File: src/rtl/ifetch_if.sv
// Fetch-stage bus bundle: PC-stage request, instruction-memory handshake and decode output.
// master is the fetch unit's view; slave is the surrounding pipeline/memory view.
`ifndef ADDR_LEN
`define ADDR_LEN 32
`endif

interface ifetch_if #(
    parameter int unsigned ADDR_LEN = `ADDR_LEN,
    parameter int unsigned INST_LEN = 32
);
    logic [ADDR_LEN-1:0] pc;
    logic                pc_valid;
    logic                pc_ready;
    logic                flush;

    logic                imem_req;
    logic [ADDR_LEN-1:0] imem_addr;
    logic                imem_gnt;
    logic                imem_rvalid;
    logic [INST_LEN-1:0] imem_rdata;

    logic                inst_valid;
    logic [ADDR_LEN-1:0] inst_pc;
    logic [INST_LEN-1:0] inst;
    logic                inst_ready;

    modport master (
        input  pc, pc_valid, flush, imem_gnt, imem_rvalid, imem_rdata, inst_ready,
        output pc_ready, imem_req, imem_addr, inst_valid, inst_pc, inst
    );

    modport slave (
        output pc, pc_valid, flush, imem_gnt, imem_rvalid, imem_rdata, inst_ready,
        input  pc_ready, imem_req, imem_addr, inst_valid, inst_pc, inst
    );
endinterface

File: src/rtl/ifetch_unit.sv
// Instruction fetch stage: issues PC-stage fetches to imem and buffers in-order responses for decode.
// Define IFETCH_BYPASS_EN to present a response that fills the head entry in the same cycle.
`ifndef ADDR_LEN
`define ADDR_LEN 32
`endif

module ifetch_unit #(
    parameter int unsigned ADDR_LEN = `ADDR_LEN,
    parameter int unsigned INST_LEN = 32,
    parameter int unsigned DEPTH    = 2
) (
    input  logic     clk,
    input  logic     rst,
    ifetch_if.master bus
);
    localparam int unsigned PTR_W = $clog2(DEPTH);
    localparam int unsigned CNT_W = $clog2(DEPTH + 1);

    logic [PTR_W-1:0]    wr_ptr;
    logic [PTR_W-1:0]    fill_ptr;
    logic [PTR_W-1:0]    rd_ptr;
    logic [CNT_W-1:0]    count;
    logic [CNT_W-1:0]    pend_cnt;
    logic [CNT_W-1:0]    drop_cnt;
    logic [DEPTH-1:0]    filled;
    logic [ADDR_LEN-1:0] pc_mem   [DEPTH];
    logic [INST_LEN-1:0] inst_mem [DEPTH];

    logic             req_c;
    logic             grant_c;
    logic             rsp_drop_c;
    logic             rsp_fill_c;
    logic             bypass_c;
    logic             valid_c;
    logic             pop_c;
    logic [CNT_W-1:0] flush_drop_c;

    // Request gating: no ready-through from a same-cycle pop, and nothing new while stale data drains
    always_comb begin
        req_c   = bus.pc_valid & ~bus.flush & ~rst
                & (count < CNT_W'(DEPTH)) & (drop_cnt == '0);
        grant_c = req_c & bus.imem_gnt;
    end

    // Response classification; pend_cnt tracks allocated entries still waiting for data
    always_comb begin
        rsp_drop_c = bus.imem_rvalid & (drop_cnt != '0);
        rsp_fill_c = bus.imem_rvalid & (drop_cnt == '0);
`ifdef IFETCH_BYPASS_EN
        bypass_c   = rsp_fill_c & ~bus.flush & (pend_cnt != '0) & (fill_ptr == rd_ptr);
`else
        bypass_c   = 1'b0;
`endif
        // Every response still in flight after this cycle must be thrown away
        flush_drop_c = ((drop_cnt != '0) ? drop_cnt : pend_cnt) - CNT_W'(bus.imem_rvalid);
    end

    // Decode-side presentation and memory-side outputs
    always_comb begin
        valid_c        = filled[rd_ptr] | bypass_c;
        pop_c          = valid_c & bus.inst_ready;
        bus.imem_req   = req_c;
        bus.imem_addr  = bus.pc;
        bus.pc_ready   = grant_c;
        bus.inst_valid = valid_c;
        bus.inst_pc    = pc_mem[rd_ptr];
        bus.inst       = bypass_c ? bus.imem_rdata : inst_mem[rd_ptr];
    end

    // Ring state: reset clears storage, flush clears occupancy only
    always_ff @(posedge clk) begin
        if (rst) begin
            wr_ptr   <= '0;
            fill_ptr <= '0;
            rd_ptr   <= '0;
            count    <= '0;
            pend_cnt <= '0;
            drop_cnt <= '0;
            filled   <= '0;
            for (int i = 0; i < int'(DEPTH); i++) begin
                pc_mem[i]   <= '0;
                inst_mem[i] <= '0;
            end
        end else if (bus.flush) begin
            wr_ptr   <= '0;
            fill_ptr <= '0;
            rd_ptr   <= '0;
            count    <= '0;
            pend_cnt <= '0;
            filled   <= '0;
            drop_cnt <= flush_drop_c;
        end else begin
            if (grant_c) begin
                pc_mem[wr_ptr] <= bus.pc;
                filled[wr_ptr] <= 1'b0;
                wr_ptr         <= wr_ptr + PTR_W'(1);
            end
            if (rsp_drop_c) begin
                drop_cnt <= drop_cnt - CNT_W'(1);
            end
            if (rsp_fill_c) begin
                inst_mem[fill_ptr] <= bus.imem_rdata;
                filled[fill_ptr]   <= ~(bypass_c & bus.inst_ready);
                fill_ptr           <= fill_ptr + PTR_W'(1);
            end
            if (pop_c) begin
                filled[rd_ptr] <= 1'b0;
                rd_ptr         <= rd_ptr + PTR_W'(1);
            end
            count    <= count + CNT_W'(grant_c) - CNT_W'(pop_c);
            pend_cnt <= pend_cnt + CNT_W'(grant_c) - CNT_W'(rsp_fill_c);
        end
    end
endmodule

File: src/flat_wrapper.sv
// flat-port wrapper written by rule: the top's interface ports become plain ports
module ifetch_unit_flat 
#(
    parameter int unsigned ADDR_LEN = `ADDR_LEN,
    parameter int unsigned INST_LEN = 32,
    parameter int unsigned DEPTH    = 2
)
  (clk, rst, bus_pc, bus_pc_valid, bus_flush, bus_imem_gnt, bus_imem_rvalid, bus_imem_rdata, bus_inst_ready, bus_pc_ready, bus_imem_req, bus_imem_addr, bus_inst_valid, bus_inst_pc, bus_inst);
  ifetch_if #(.ADDR_LEN(ADDR_LEN), .INST_LEN(INST_LEN)) bus_i ();
  input  logic clk;
  input  logic rst;
  input wire logic [$bits(bus_i.pc)-1:0] bus_pc;
  input wire logic [$bits(bus_i.pc_valid)-1:0] bus_pc_valid;
  input wire logic [$bits(bus_i.flush)-1:0] bus_flush;
  input wire logic [$bits(bus_i.imem_gnt)-1:0] bus_imem_gnt;
  input wire logic [$bits(bus_i.imem_rvalid)-1:0] bus_imem_rvalid;
  input wire logic [$bits(bus_i.imem_rdata)-1:0] bus_imem_rdata;
  input wire logic [$bits(bus_i.inst_ready)-1:0] bus_inst_ready;
  output wire logic [$bits(bus_i.pc_ready)-1:0] bus_pc_ready;
  output wire logic [$bits(bus_i.imem_req)-1:0] bus_imem_req;
  output wire logic [$bits(bus_i.imem_addr)-1:0] bus_imem_addr;
  output wire logic [$bits(bus_i.inst_valid)-1:0] bus_inst_valid;
  output wire logic [$bits(bus_i.inst_pc)-1:0] bus_inst_pc;
  output wire logic [$bits(bus_i.inst)-1:0] bus_inst;
  assign bus_i.pc = bus_pc;
  assign bus_i.pc_valid = bus_pc_valid;
  assign bus_i.flush = bus_flush;
  assign bus_i.imem_gnt = bus_imem_gnt;
  assign bus_i.imem_rvalid = bus_imem_rvalid;
  assign bus_i.imem_rdata = bus_imem_rdata;
  assign bus_i.inst_ready = bus_inst_ready;
  assign bus_pc_ready = bus_i.pc_ready;
  assign bus_imem_req = bus_i.imem_req;
  assign bus_imem_addr = bus_i.imem_addr;
  assign bus_inst_valid = bus_i.inst_valid;
  assign bus_inst_pc = bus_i.inst_pc;
  assign bus_inst = bus_i.inst;
  ifetch_unit #(.ADDR_LEN(ADDR_LEN), .INST_LEN(INST_LEN), .DEPTH(DEPTH)) u_core (.clk(clk), .rst(rst), .bus(bus_i));
endmodule
File: config.mk
export PLATFORM = sky130hd
export DESIGN_NAME = ifetch_unit_flat
export DESIGN_NICKNAME = d
export VERILOG_FILES = /design/src/rtl/ifetch_if.sv /design/src/rtl/ifetch_unit.sv /design/src/flat_wrapper.sv
export SDC_FILE = /design/constraint.sdc
export NUM_CORES = 1
export LEC_CHECK = 0
export ABC_AREA = 1
export CORE_UTILIZATION = 40
export CTS_CLUSTER_DIAMETER = 120
export DETAILED_ROUTE_END_ITERATION = 10
export GPL_TIMING_DRIVEN = 0
export PLACE_DENSITY = 0.68
export SYNTH_ARGS = -nofsm -noshare
export SYNTH_HDL_FRONTEND = slang
export SYNTH_SLANG_ARGS = --single-unit
File: constraint.sdc
create_clock -name clk -period 2.9 [get_ports clk]
set_input_delay 0.58 -clock clk [delete_from_list [all_inputs] [get_ports clk]]
set_output_delay 0.58 -clock clk [all_outputs]
set_load 0.01 [all_outputs]
After elaboration in Yosys (flattened, before gate mapping)
Memory sizes are Yosys's and may differ from the RTL's. A register that Yosys moved wholly into a read port is not among the register bits.
Cells that the tools add are included.
{ "totals": {"word_cells": 87, "ff_bits": 11, "output_inout_bits": 99, "inputBits": 71, "ram_bits": 128, "mem_bits_ro": 0, "n_memories": 2, "latch_bits": 0} }
{ "mem_list": {"columns": ["name", "words", "width", "rd", "rd_clocked_by_memory_dff", "write_ports", "line_no", "source"], "rows": [
  ["u_core.inst_mem", 2, 32, 1, 1, 2, "ifetch_unit.sv:27", "logic [INST_LEN-1:0] inst_mem [DEPTH];"],
  ["u_core.pc_mem", 2, 32, 1, 1, 2, "ifetch_unit.sv:26", "logic [ADDR_LEN-1:0] pc_mem [DEPTH];"]
]} }
{ "op_classes": {"n_addsub": 9, "n_shift": 0, "n_lt_le_gt_ge": 7, "reduce_logical": 9, "div_mod_pow": 0, "mul": 0, "bitwise": 15, "eq_ne": 0, "muxes": 38} }
{ "ops": {"columns": ["op", "count"], "rows": [
  ["$mux 32", 2],
  ["$reduce_or 32->1", 2],
  ["$mux 1", 23],
  ["$mux 2", 10],
  ["$and 1x1->1", 8],
  ["$lt 1x2->1 const B", 3],
  ["$sub 2x1->2", 3],
  ["$add 2x1->2", 2],
  ["$and 2x2->2", 2],
  ["$not 2->2", 2],
  ["$reduce_bool 2->1", 2],
  ["$add 1x1->1 const B", 3],
  ["$demux 1 s1", 3],
  ["$ge 1x1->1 const B", 3],
  ["$logic_and 1x1->1", 3],
  ["$logic_not 2->1", 1],
  ["$lt 2x2->1 const B", 1],
  ["$not 1->1", 2],
  ["$or 2x2->2", 1],
  ["$reduce_or 2->1", 1],
  ["$sub 2x1->2 const B", 1]
]} }

Longest topological paths before layout
Gate-level depths: netlist of run 1.
{ "logic_depth": {"word_depth": 15, "ltp_mapped": 11, "mapped_depth_nobuf": 11} }

Worst setup path before layout of run 1
No wires, ideal clock.
{ "synth_timing": {"path_type": "input-to-reg", "startpoint": "in rst", "endpoint": "mem u_core.pc_mem[0][0] (netlist bit) (enable)", "setup_ns": 0.389, "stages": 6, "path_slack_ns": 0.552, "arrival_ns": 1.958, "required_ns": 2.511, "n_path_buf": 1, "cell_sequence": "inv_2 > nand2_4 > nor2_4 > nand3_4 > buf_6 > nand2_1"} }
{ "synth_lines": {"columns": ["element", "line_no", "source"], "rows": [
  ["start: declaration", "flat_wrapper.sv:11", "input logic rst;"],
  ["end: declaration", "ifetch_unit.sv:26", null]
]} }

Worst setup path after layout of run 1
{ "layout_timing": {"startpoint": "in bus_flush", "endpoint": "out bus_pc_ready"} }
{ "layout_between": {"elab_chain_cells": 6} }
{ "layout_lines": {"columns": ["element", "line_no", "source"], "rows": [
  ["start: declaration", "flat_wrapper.sv:14", "input wire logic [$bits(bus_i.flush)-1:0] bus_flush;"],
  ["$not 1->1", "ifetch_unit.sv:40", "req_c = bus.pc_valid & ~bus.flush & ~rst"],
  ["$and 1x1->1 (2 in a row)", "ifetch_unit.sv:40", null],
  ["$and 1x1->1 (2 in a row)", "ifetch_unit.sv:41", "& (count < CNT_W'(DEPTH)) & (drop_cnt == '0);"],
  ["$and 1x1->1", "ifetch_unit.sv:42", "grant_c = req_c & bus.imem_gnt;"],
  ["end: declaration", "flat_wrapper.sv:19", "output wire logic [$bits(bus_i.pc_ready)-1:0] bus_pc_ready;"]
]} }
Every way passes these cells.

==> summary by stage, run 1 <==
Outcome
The run finished with clean final reports.

Global route
Entering global routing, the biggest net connects 21 pins. Global routing finished with a remaining overflow of 0. The via count of the first global-routing pass was 4,535. The overall global routing resource usage is 18.26%. The first global-routing pass estimated 22.41 mm of wire.

The initial antenna violation count is 0.

Timing
For the finished layout, the period the worst path requires is 2.782 ns. The number of endpoints with negative hold slack in the final report was 0. For the pin with the worst max-slew slack, the measured transition is 0.7400 ns.

The worst clock skew is 0.006912 ns. Setup violations remaining at the end of the flow were counted as 0. Setup repair after global routing left no endpoint under its margin. The worst-case hold slack is 0.4767 ns. The number of max-slew violations in the final report was 0. The peak clock frequency supported by timing is 0.3594 GHz. The final period utilization is a little over nine tenths.

After layout, the worst setup slack is 0.1179 ns. The total negative slack for setup checks is 0 ns. The relative slew slack is between 50% and 60%.

Critical path
Traced cell by cell, the critical path runs through clkdlybuf4s50_1 -> inv_2 -> nand2_4 -> nor2_4 -> nand2_2 -> inv_1 -> clkdlybuf4s50_1. The worst setup path category is in2out. At the worst endpoint, the required time is about 2.3 ns.

The largest driver fanout on the critical path is 6. The worst setup path is captured at a primary output. The critical path's top delay family is buffers and inverters.

The critical path launch point type is an input pin. By instance count, the cell type seen most on the critical path is clkdlybuf4s50_1. For this run, the slowest stage of the critical path takes 0.53 ns.

The total buffers and inverters traversed by the critical path is 4. The slowest cell on the critical path is clkdlybuf4s50_1. The signal arrival time at the worst endpoint is 2.20 ns.

Placed design
Prior to clock tree synthesis, the placed netlist has a worst setup slack of -0.1241 ns. The congestion estimate from routability-driven global placement came to between 0.7 and 0.8. The HPWL after detailed placement is 10.28 mm.

The count of buffers from port buffering is 169.

Route
After detailed routing, the number of vias per cell comes to 4.574. The vias after detailed routing is around 4,400. The first detailed-routing pass ran for 4 iterations. Summed over all layers, the routed wires come to 14.20 mm.

Dividing the detail-routed wire length by the instance count gives 14.86 um. The total DRC errors in the routed layout is 0. In this run, the number of DRC markers left after iteration 0 of detailed routing was 220. The detail route stage leaves a number of antenna-violating nets equal to 0.

Logic synthesis
The number of nets produced by synthesis is 612. The parity-gate share of the synthesized area counting xor and xnor cells is 0.2738%. Of the post-synthesis cell area, the part taken by muxes is 11.27%. After synthesis the netlist holds a flip-flop and latch count of 140. Yosys instantiated no cell more often than nor2_1.

For this run, asynchronously set or reset flops after synthesis account for 0%. Summing the areas of all compound-gate instances in the mapped netlist gives 1.134% of the synthesized area. The netlist uses 23 different library cells.

Counting every instance in the synthesized netlist gives 535. The number of warning messages in the yosys log is 0. Counting instances in the post-synthesis netlist gives the leading cell types as nor2_1 (132), edfxtp_1 (128), inv_1 (80).

Yosys attributes the largest share of cell area to edfxtp_1 (60%), mux2_2 (11%), nor2_1 (7.7%), inv_1 (4.7%), dfxtp_1 (3.8%). The simple logic cell fraction of the synthesized area is 11.32%. The mean instance size in the synthesized netlist is 11.96 um2.

In this run the biggest area consumer among cell types represents around 60% of the synthesized area. Sequential elements use 63.84% of the synthesized area. Of the total synthesized cell area, the portion taken by full adders, half adders and majority gates is 1.173%. Summing every instance area after synthesis gives 6397 um2.

The synthesized design contains 128 enable-type register cells. The largest family of logic cells by synthesized area is simple AND/OR/NAND/NOR gates. The synthesized design spends more area on one cell type than any other, namely edfxtp_1. The most common flop cell mapped by yosys is edfxtp_1.

Pwr
Of the total power, the share spent switching nets is 21.48%. Combinational logic is responsible for 12.4% of the overall power. The power share of the clock group is 41.8%.

In this run, flip-flops and latches consume 45.8% of the power. For this design the ratio of total power to cell area is 557.4 nW/um2. Cell internal power was estimated by the tool at between 3000 and 4000 uW.

The maximum vdd ir drop is about 0.00037 V. The static power due to leakage is 0.003816 uW. The analysis attributes to net switching a power of 1089 uW.

Cells and area
The post-route core utilization is 58.95%. The net count of the finished layout is 808. The final-layout fill cell count is 1,308. The repair_antennas step left the layout with diodes totalling 0.

The area growth from synthesis to layout is 42.15%. Of the cells placed in the final design, the portion with a size suffix greater than 1 is 22.45%.

Worst hold path
The worst hold path belongs to the class reg2reg.

Floorplan
The floorplan die height is about 130 um. The overall die area is 16,500 um2. Once the floorplan was initialized, standard cells occupied between 40% and 50% of the core. The I/O pin count is 170. The die width is 128.5 um. The core area is between 15,000 and 20,000 um2. The floorplan row count is 45.

Clocking
In this run the number of H-tree levels came out at 4. The clock sink total is 140. The hold buffer count at cts is 0.

The number of buffers created by CTS is 17. The TritonCTS clock tree is done. At the later pin of the worst-skew pair, clock insertion delay measures 0.41 ns.

In this run the clock root is driven by a clkbuf_16. The clock transition at the register clock pins on the worst setup and hold paths after CTS is 0.05 ns. The maximum buffer depth of the clock tree is 2.

Run
The number of max-cap violations is 0.
## cells in the final DEF, fill, tap and decap left out, types with 9 or more instances in the layout
cell type | synthesis | final
a21oi_1 | 10 | 10
buf_6 | 9 | 9
clkdlybuf4s50_1 | 0 | 169
nand2_1 | 28 | 27
inv_1 | 80 | 80
dfxtp_1 | 12 | 12
buf_4 | 32 | 34
edfxtp_1 | 128 | 128
nor2_1 | 132 | 132
mux2_2 | 64 | 64
clkbuf_16 | 0 | 17
buf_2 | 10 | 9
## power groups by stage
| stage | clock network [uW] | registers (uW) | logic [uW] |
|---|---|---|---|
| finish | 2120 | 2320 | 627 |
| global route | 2240 | 2330 | 679 |
| CTS | 2160 | 2320 | 635 |
| detailed placement | 0 | 2360 | 630 |
| global placement | 0 | 2360 | 588 |
| floorplan | 0 | 2360 | 278 |
## worst register-to-register path: stages (launching register included)
cell     delay (ns)
dfxtp_1        0.31
inv_1          0.10
ha_1           0.26
nand3_2        0.12
nor2_4         0.21
nand3_4        0.18
buf_6          0.19
nand2_1        0.54
buf_16         0.24
## final timing paths
kind,start,end,slack (ns),depth (start not counted)
worst max-delay path,bus_flush,bus_pc_ready,0.12,7
worst min-delay path,u_core.filled[0]$_SDFF_PP0_,u_core.filled[0]$_SDFF_PP0_,0.48,2
worst max register to register,u_core.drop_cnt[0]$_SDFFE_PP0P_,u_core.pc_mem[0][8]$_SDFFCE_PN0P_,0.43,8
worst min register to register,u_core.filled[0]$_SDFF_PP0_,u_core.filled[0]$_SDFF_PP0_,0.48,2
## timing repair
action                     4_1_cts  5_1_grt
buffers inserted                 0        2
resized for setup                0        2
setup endpoints to repair        0        4
## cells by family (layout without fill, tap and decap cells)
group | Yosys count | after routing
AOI/OAI and AO/OA | 14 | 14
xor gates and xnor gates | 2 | 2
adders and majority gates | 6 | 6
buffers and inverters | 134 | 343
DFF | 140 | 140
muxes | 64 | 64
and+or+nand+nor | 175 | 175
## state kept, by name, indices dropped and copies added, names as in the netlist, named ones only
register and cells:
u_core.inst_mem 64, u_core.pc_mem 64, u_core.count 2, u_core.drop_cnt 2
u_core.filled 2, u_core.pend_cnt 2, u_core.fill_ptr 1, u_core.rd_ptr 1
u_core.wr_ptr 1
## per-stage QoR
stage	power (uW)	area, um2	std cells
after CTS	5119	9074	953
final	5069	9094	955
after global routing	5246	9094	955
after global placement	2948	8353	915
after floorplan	2634	6397	535
after detailed placement	2994	8493	921
## final cells by class
class | instances | area, um2 | share of cell area [%]
Tap cell | 211 | 264.0 | 2.903
Inverter | 83 | 311.5 | 3.426
Buffer | 51 | 394.1 | 4.334
Multi-Input combinational cell | 261 | 1613 | 17.74
Clock inverter | 15 | 155.1 | 1.706
Sequential cell | 140 | 4084 | 44.91
Timing Repair Buffer | 177 | 1847 | 20.31
Clock buffer | 17 | 425.4 | 4.678
## routing by layer
metal,vias up,track usage [%],wire length [um]
li1,2117,-,-
met1,2132,21.08,5702
met2,97,32.69,7651
met3,22,3.451,526
met4,0,8.651,314
met5,-,0,0
Note: power is estimated with default switching activity, not from simulation.
==> inputs of run 2 (changes only) <==
--- a/config.mk
+++ b/config.mk
@@ -6,11 +6,13 @@
 export NUM_CORES = 1
 export LEC_CHECK = 0
 export ABC_AREA = 1
+export CELL_PAD_IN_SITES_DETAIL_PLACEMENT = 1
+export CELL_PAD_IN_SITES_GLOBAL_PLACEMENT = 2
 export CORE_UTILIZATION = 40
-export CTS_CLUSTER_DIAMETER = 120
 export DETAILED_ROUTE_END_ITERATION = 10
+export DONT_BUFFER_PORTS = 1
 export GPL_TIMING_DRIVEN = 0
-export PLACE_DENSITY = 0.68
+export PLACE_DENSITY_LB_ADDON = 0.1
 export SYNTH_ARGS = -nofsm -noshare
 export SYNTH_HDL_FRONTEND = slang
 export SYNTH_SLANG_ARGS = --single-unit
==> run 2 against run 1 <==
Die area stayed put. Wire length is 5.1% lower. Clock power is 4% lower. Sequential power hardly changed. Fmax is 15% higher. Hold slack worse by 0.25 ns. Via count is 15% lower.
==> summary by stage, run 2 (same netlist as run 1, synthesis figures left out) <==
Outcome
The flow ran to the end, and the final reports show no timing, DRC or antenna violations.

Pwr
The proportion of power drawn by combinational gates came to 7.3% (-5.1 points). The total power per unit cell area came to 651.0 nW/um2 (+17%). The net switching component of the power was 1043 uW (-4.2%). The sequential group share of total power was 49.4% (+3.6 points). The maximum vdd ir drop is 0.0003609 V (-2.3%). The total power after layout is 4705 uW (-7.2%). The internal power component is 3663 uW (-8.0%). The static power due to leakage is 0.003077 uW (-19%).

The power share of the clock group came to 43.4% (+1.6 points). The fraction of power spent switching nets is 22.16% (+0.68 points).

Global route
The first-pass GRT wire length was 20.47 mm (-8.7%). The overall global routing resource usage was 17.11% (-1.2 points). The highest-utilization routing layer at the global route stage is met2. The fraction of met3 tracks used by global routing was 6.445% (+3.0 points). The met2 capacity usage during global routing is 28.78% (-3.9 points). The met1 track utilization from global routing is 19.51% (-1.6 points).

The via count of the first global-routing pass came to 3,891 (-14%). The initial antenna violation count came to 0 (unchanged). The sum of overflow across all layers after global routing is 0 (unchanged). The largest net degree at the start of global routing is 33 (+57%).

Clocking
The TritonCTS clock tree is done. The count of cells resized by post-cts repair is 0 (unchanged). The root buffer selected by CTS is clkbuf_16. The hold buffer count at cts is 0 (unchanged). The number of buffers created by CTS is 17 (unchanged).

The clock sink total is 140 (unchanged). The H-tree depth is 4 (unchanged). The insertion delay of the later-clocked pin in the worst-skew pair is 0.41 ns (about the same). The clock transition at the register clock pins on the worst setup and hold paths after CTS was 0.06 ns (about the same). The maximum buffer depth of the clock tree came to 2 (unchanged). The number of post-CTS setup repair buffers was 0 (unchanged).

Cells and area
The commonest non-fill, non-tap cell in the layout is nor2_1. The area growth from synthesis to layout is 12.99%. The count of inserted antenna diode cells was 0 (unchanged). The share of post-route cells with drive strength above 1 is 28.22% (+5.8 points). The number of nets in the final layout was 631 (-22%). The post-route core utilization is 46.85% (-12 points). In the layout the commonest cells are nor2_1 (132), edfxtp_1 (128), inv_1 (80).

The final-layout fill cell count is 1,682 (+29%). The final non-filler cell total came to 778 (-19%). In the final layout, the registers with the most flip-flops are u_core.inst_mem x64, u_core.pc_mem x64.

Floorplan
The die width is 128.5 um (unchanged). The floorplan die height is 128.5 um (unchanged). The effective utilization at floorplan was 41.47% (unchanged). The I/O pin count came to 170 (unchanged).

The overall die area is 16,500 um2 (unchanged). The floorplan row count was 45 (unchanged). The core area came to 15,430 um2 (unchanged).

Run
The number of max-cap violations was 0 (unchanged).

Timing
The final period utilization is 83.50% (-12 points). The number of max-slew violations in the final report is 0 (unchanged). The minimum clock period came to 2.421 ns (-0.3607 ns). The actual transition at the worst max-transition pin came to 0.8624 ns (+0.1224 ns). The relative slew slack came to 42.30% (-8.2 points).

The number of endpoints with negative hold slack in the final report is 0 (unchanged). The peak clock frequency supported by timing was 0.4130 GHz (+15%). The worst clock skew is 0.004052 ns (-0.002860 ns).

The number of endpoints failing setup at the final stage came to 0 (unchanged). Setup repair after global routing left no endpoint under its margin.

Critical path
The signal arrival time at the worst endpoint was 2.46 ns (+0.26 ns). The critical path endpoint category is a register. Walking the worst path, the cells encountered are inv_1 -> ha_1 -> nand3_2 -> nor2_4 -> nand3_4 -> buf_6 -> nand2_2.

The data required time at the worst endpoint came to 2.94 ns (+0.62 ns). The delay of the slowest cell on the worst path was 0.63 ns (+0.10 ns). The slowest cell on the critical path is nand2_2.

The largest driver fanout on the critical path is 32 (+26). The launching instance or port of the critical path is u_core.drop_cnt[0]$_SDFFE_PP0P_. The critical path launch point type is a register. The reg-to-reg startpoint is u_core.drop_cnt[0]$_SDFFE_PP0P_.

The critical path in this run is classified as reg2reg.

Route
The number of design-rule violations left by the first detailed-router iteration is 122 (-45%). The number of iterations in the first detailed-routing pass is 4 (unchanged). The per-cell routed wire length is 17.31 um (+16%).

The post-detailed-route count of antenna-violating nets is 0 (unchanged). The total length of routed wires is 13.47 mm (-5.1%). The detail-routed via count per cell is 4.774 (+4.4%). The total DRC errors in the routed layout is 0 (unchanged). The vias after detailed routing is 3,714 (-15%).

Placed design
The count of buffers from port buffering is 0 (-100%). The placer congestion estimate came to 0.6837 (-9.9%). The HPWL reported at the end of detailed placement came to 9.232 mm (-10%).

The cell count after placement is 746 (-19%).

Worst hold path
The hold path startpoint is rst. The kind of path behind the tightest hold check is in2reg.
[run 2: layer usage]
metal  vias up  share of wire, %
li1       1755                 -
met1      1834                41
met2       110                50
met3        15               7.1
met4         0               1.8
met5         -                 0
[run 2: worst max-delay path: cells and delay by family (launching register included)]
kind | cells | cell delay (ns)
simple gates | 4 | 1.16
buf+inv | 2 | 0.30
flops | 1 | 0.31
fa+ha+maj | 1 | 0.26
[run 2: worst paths after layout]
kind	slack [ns]	depth (start not counted)	to
setup / recovery	0.48	7	u_core.pc_mem[0][10]$_SDFFCE_PN0P_
hold / removal	0.23	1	u_core.drop_cnt[1]$_SDFFE_PP0P_
setup reg to reg	0.48	7	u_core.pc_mem[0][10]$_SDFFCE_PN0P_
hold reg to reg	0.48	2	u_core.filled[0]$_SDFF_PP0_
[run 2: layout make-up]
type / count / area [um2] / share of cell area, %
buffer: 51 / 391.6 / 5.418
clock buffer: 17 / 425.4 / 5.885
clock inverter: 15 / 131.4 / 1.818
inverter: 83 / 311.5 / 4.310
multi-input combinational: 261 / 1620 / 22.42
sequential: 140 / 4084 / 56.50
tap: 211 / 264.0 / 3.652
[run 2: power groups by stage]
stage,clock [uW],combinational [uW],sequential (uW)
after floorplan,0,278,2360
after global placement,0,344,2360
after detailed placement,0,351,2370
after CTS,2090,353,2320
after global routing,2160,382,2330
final,2040,343,2320
[run 2: per-stage QoR]
stage                     hold WS, ns  setup slack [ns]  setup TNS (ns)  area [um2]
after floorplan                0.4363            0.5521               0        6397
after global placement         0.4550           -0.1712          -15.22        6661
after detailed placement       0.4698            0.3100               0        6671
after CTS                      0.2042            0.4122               0        7228
after global routing           0.2109            0.2767               0        7228
final                          0.2251            0.4786               0        7228
